$ cat config.mk
export PLATFORM = sky130hd
export DESIGN_NAME = commit_storebuffer
export DESIGN_NICKNAME = d
export VERILOG_FILES = /design/src/rtl/commit_storebuffer.sv
export SDC_FILE = /design/constraint.sdc
export NUM_CORES = 1
export LEC_CHECK = 0
export CORE_MARGIN = 3
export CORE_UTILIZATION = 35
export DETAILED_ROUTE_END_ITERATION = 10
export PLACE_DENSITY = 0.52
export SLEW_MARGIN = 10
export SYNTH_ARGS = -nofsm -noshare
export SYNTH_HDL_FRONTEND = slang
export SYNTH_SLANG_ARGS = --single-unit
$ cat constraint.sdc
create_clock -name clk -period 11.4 [get_ports clk]
set_input_delay 1.71 -clock clk [delete_from_list [all_inputs] [get_ports clk]]
set_output_delay 1.71 -clock clk [all_outputs]
set_load 0.01 [all_outputs]
$ cat src/rtl/commit_storebuffer.sv
// commit_storebuffer
//   Data side of the store-buffer credit scheme. Stores are written at allocation,
//   marked committed in program order at retirement, and drained in order to the
//   data-cache write port through a valid/ready handshake. A pipeline flush
//   (snoop_hit or bco_valid) discards every uncommitted entry. Committed entries
//   survive a flush and keep draining.
//
//   Ports
//     clk, resetn                      clock, synchronous active-low reset
//     snoop_hit, bco_valid             flush requests
//     en_alloc, en_alloc_store         allocation strobe (write = both)
//     alloc_addr/data/strb             store payload
//     alloc_ready                      buffer not full
//     en_commit, en_commit_store       retirement strobe (commit = both)
//     drain_valid/addr/data/strb       oldest committed entry
//     drain_ready                      cache accepts the head entry
//     sb_empty, sb_count               occupancy status
module commit_storebuffer #(
  parameter int DEPTH = 8,
  parameter int AW    = 32,
  parameter int DW    = 32
) (
  input  logic                     clk,
  input  logic                     resetn,
  input  logic                     snoop_hit,
  input  logic                     bco_valid,
  input  logic                     en_alloc,
  input  logic                     en_alloc_store,
  input  logic [AW-1:0]            alloc_addr,
  input  logic [DW-1:0]            alloc_data,
  input  logic [DW/8-1:0]          alloc_strb,
  output logic                     alloc_ready,
  input  logic                     en_commit,
  input  logic                     en_commit_store,
  output logic                     drain_valid,
  output logic [AW-1:0]            drain_addr,
  output logic [DW-1:0]            drain_data,
  output logic [DW/8-1:0]          drain_strb,
  input  logic                     drain_ready,
  output logic                     sb_empty,
  output logic [$clog2(DEPTH):0]   sb_count
);

  localparam int IW = $clog2(DEPTH);
  localparam int PW = IW + 1;
  localparam logic [PW-1:0] DEPTH_P = PW'(DEPTH);

  // Pointers carry one extra wrap bit so full and empty are distinguishable.
  // [head, cmt) is committed, [cmt, tail) is uncommitted.
  logic [PW-1:0] head_q, head_d;
  logic [PW-1:0] cmt_q,  cmt_d;
  logic [PW-1:0] tail_q, tail_d;

  // Entry storage is never reset; pointers alone define validity.
  logic [AW-1:0]   addr_mem [DEPTH];
  logic [DW-1:0]   data_mem [DEPTH];
  logic [DW/8-1:0] strb_mem [DEPTH];

  logic [PW-1:0] occ;
  logic          full;
  logic          flush;
  logic          do_write;
  logic          do_commit;
  logic          do_drain;

  assign occ       = tail_q - head_q;
  assign full      = (occ == DEPTH_P);
  assign flush     = snoop_hit | bco_valid;
  // A write in a flush cycle would land in the uncommitted region being discarded.
  assign do_write  = en_alloc & en_alloc_store & ~full & ~flush;
  assign do_commit = en_commit & en_commit_store & (cmt_q != tail_q);
  assign do_drain  = drain_valid & drain_ready;

  always_comb begin
    head_d = head_q + {{(PW-1){1'b0}}, do_drain};
    cmt_d  = cmt_q  + {{(PW-1){1'b0}}, do_commit};
    // Flush trims the tail back to the commit boundary, including a same-cycle commit.
    if (flush) begin
      tail_d = cmt_d;
    end else begin
      tail_d = tail_q + {{(PW-1){1'b0}}, do_write};
    end
  end

  always_ff @(posedge clk) begin
    if (!resetn) begin
      head_q <= '0;
      cmt_q  <= '0;
      tail_q <= '0;
    end else begin
      head_q <= head_d;
      cmt_q  <= cmt_d;
      tail_q <= tail_d;
    end
  end

  always_ff @(posedge clk) begin
    if (do_write) begin
      addr_mem[tail_q[IW-1:0]] <= alloc_addr;
      data_mem[tail_q[IW-1:0]] <= alloc_data;
      strb_mem[tail_q[IW-1:0]] <= alloc_strb;
    end
  end

  assign alloc_ready = ~full;
  assign drain_valid = (head_q != cmt_q);
  assign drain_addr  = addr_mem[head_q[IW-1:0]];
  assign drain_data  = data_mem[head_q[IW-1:0]];
  assign drain_strb  = strb_mem[head_q[IW-1:0]];
  assign sb_empty    = (head_q == tail_q);
  assign sb_count    = occ;

endmodule

==> results.tsv <==
metric	value	unit
status	finished clean	
switch share	20.9	%
library cells used by synthesis	31	
NetSw	0.906	mW
Reg area	16600	µm²
hold path cells	2	
RR Startpoint	head_q[2]	
Post-DRT Antenna Nets	0	
fmax	0.182	GHz
I/O pin count	152	
WHS Endpoint	head_q[3]	
Max Cap Viol	0	
Post-Syn Nets	1115	
worst path required time	9.69	ns
flops & latches, synth	556	
PwrDens	170	nW/µm²
VDD IR-drop max	0.119	mV
Initial Util	35.7	%
Pint	3.42	mW
final hold vios	0	
hold buffer count at cts	0	
Static Leakage	8.10	nW
most common cell in the netlist	edfxtp_1	
final setup fails	0	
Die Wd	253	µm
row count	89	
total grt overflow	0	
Cells after Synth	1028	
Port Buffers	151	
Setup crit end kind	output port	
CP Class	reg2out	
Fill cells	5216	
Commonest cells post-synth	edfxtp_1, nand2_1, mux4_2	
Setup Buffers After CTS	0	
Non-Filler Instances	2039	
FF-to-FF End	data_mem[4][14]	
Avg Cell Area, Syn	20.7	µm²
setup TNS	0	ns
Max FO, Critical Path	37	
clock sink count	556	
initial antenna violation count	6	
FFs w/ async S/R, synth	0	%
Placed Cells incl. Taps	1926	
Clock Latency Late Sink	0.60	ns
Synth Warn #	0	
RSZ-0062 raised after global routing	no	
design area	25500	µm²
final worst-path cycle share	48.3	%
sequential area share after synthesis	77.8	%
CTS buffer count	59	
Post-Route WL	47000	µm
largest net degree at the start of global routing	105	
gpl congestion	0.685	
hold crit path type	reg2reg	
Final nets	1301	
slew margin rel.	32.8	%
clk buf depth	3	
R2R cell count	8	
clock share of power	41.2	%
core area	59700	µm²
WP data arrival	3.79	ns
Yosys top cell by area	edfxtp_1	
Die Ht	253	µm
Area contributors post-synth	edfxtp_1, mux4_2, nand2_1, dfxtp_1, buf_6	
worst slew pin tran	1.01	ns
DRC viols	0	
router iterations before antenna repair	6	
proportion of layout cells with a drive suffix above 1	19.9	%
worst hold start	head_q[3]	
cell area after synthesis	21300	µm²
minimum clock period	5.50	ns
Yosys top cell area share	76.6	%
wire length per cell	23.0	µm
post-CTS sizing	0	
vias in the first global route	10700	
Max H-tree Level	2	
startpoint types	flop	
DR vias/cell	4.99	
drt first-iter violations	658	
max-slew violation count	0	
clock root cell	clkbuf_16	
power share of the combinational group	6.5	%
area delta synth->final	19.7	%
Multi-input gate area	4450	µm²
ys flop type	edfxtp_1	
post-DP HPWL	24600	µm
Worst-path clk slew	0.06	ns
first-pass GRT wire length	70200	µm
sequential share of power	52.4	%
CP startpoint	head_q[2]	
Max Clock Skew	0.0126	ns
CTS tree	built	
gr usage total	14.8	%
die area	63900	µm²
Post-synth EDFFs	544	
Placed Area	23700	µm²
reg-to-reg slack, setup	7.11	ns
Via Count	10200	
-- cell families after synthesis --
group,share of synthesized area (%)
simple gates,4.75
flops,77.8
fa+ha+maj,0.622
buf+inv,1.56
xor+xnor,0.657
compound gates,0.276
mux,14.4
-- registers in the layout, summed over array words and instances (netlist names) --
signal / count
addr_mem: 256
data_mem: 256
cmt_q: 4
head_q: 4
tail_q: 4
strb_mem: 32
-- cell type report --
class | count | share of cell area [%]
Sequential cell | 556 | 65.0
Multi-Input combinational cell | 418 | 17.5
Timing Repair Buffer | 172 | 6.59
Clock buffer | 71 | 5.96
Tap cell | 773 | 3.79
Clock inverter | 40 | 1.08
Inverter | 7 | 0.103
Antenna cell | 2 | 0.0196
-- metrics by stage --
step                      worst slack [ns]  hold WS [ns]  util [%]  total power [mW]
after global placement                6.44         0.627      39.7              2.60
after global routing                  5.58         0.709      42.7              4.50
final                                 5.90         0.639      42.8              4.33
after floorplan                       2.12         0.573         -              2.47
after detailed placement              6.40         0.619      39.7              2.60
after CTS                             5.73         0.644      42.7              4.40
-- worst max-delay path: stages (launching register included) --
cell             delay (ns)
dfxtp_4                0.72
inv_2                  0.49
ha_1                   0.50
a21oi_1                0.19
a21oi_1                0.16
nor3_4                 0.51
inv_1                  0.08
clkdlybuf4s50_1        0.50
-- power groups by stage --
stage                     logic, mW  clock network [mW]  registers (mW)
after floorplan               0.171                   0            2.30
after global placement        0.286                   0            2.31
after detailed placement      0.288                   0            2.31
after CTS                     0.289                1.84            2.27
after global routing          0.305                1.93            2.27
final                         0.281                1.78            2.27
-- layout by cell type (no fill, tap or decap), types with 2 or more instances in the layout --
cell	netlist	routed
a21boi_0	2	2
a21oi_1	2	2
and2_1	8	8
buf_4	0	20
bufinv_16	0	3
clkbuf_1	12	12
clkbuf_16	0	59
clkdlybuf4s50_1	0	151
clkinv_1	1	19
clkinv_2	0	11
clkinvlp_4	0	2
dfxtp_1	12	9
dfxtp_4	0	3
diode_2	0	2
edfxtp_1	544	544
ha_1	9	9
inv_1	6	6
inv_6	0	4
mux4_2	136	136
nand2_1	210	210
nand3_1	7	7
nand3b_1	2	2
nand4_1	3	3
nor2_1	4	4
nor3_2	0	4
nor4_2	0	4
o21ai_0	3	3
xnor2_1	11	11
xor2_1	5	5
-- metal layers --
layer	up-vias	global-route usage, %	wire [µm]
met4	10	3.91	887
met1	5417	19.8	20600
met3	70	3.18	2040
li1	4489	-	-
met2	191	24.7	23400
met5	-	0	77
-- how the worst max path moves through the flow --
| stage | cells after the start | slack (ns) | endpoint |
|---|---|---|---|
| global route | 7 | 5.58 | alloc_ready |
| CTS | 7 | 5.73 | alloc_ready |
| floorplan | 3 | 2.12 | addr_mem[3][0] |
| global placement | 7 | 6.44 | alloc_ready |
| finish | 7 | 5.90 | alloc_ready |
| detailed placement | 7 | 6.40 | alloc_ready |
Power figures use the tool's default switching activity.
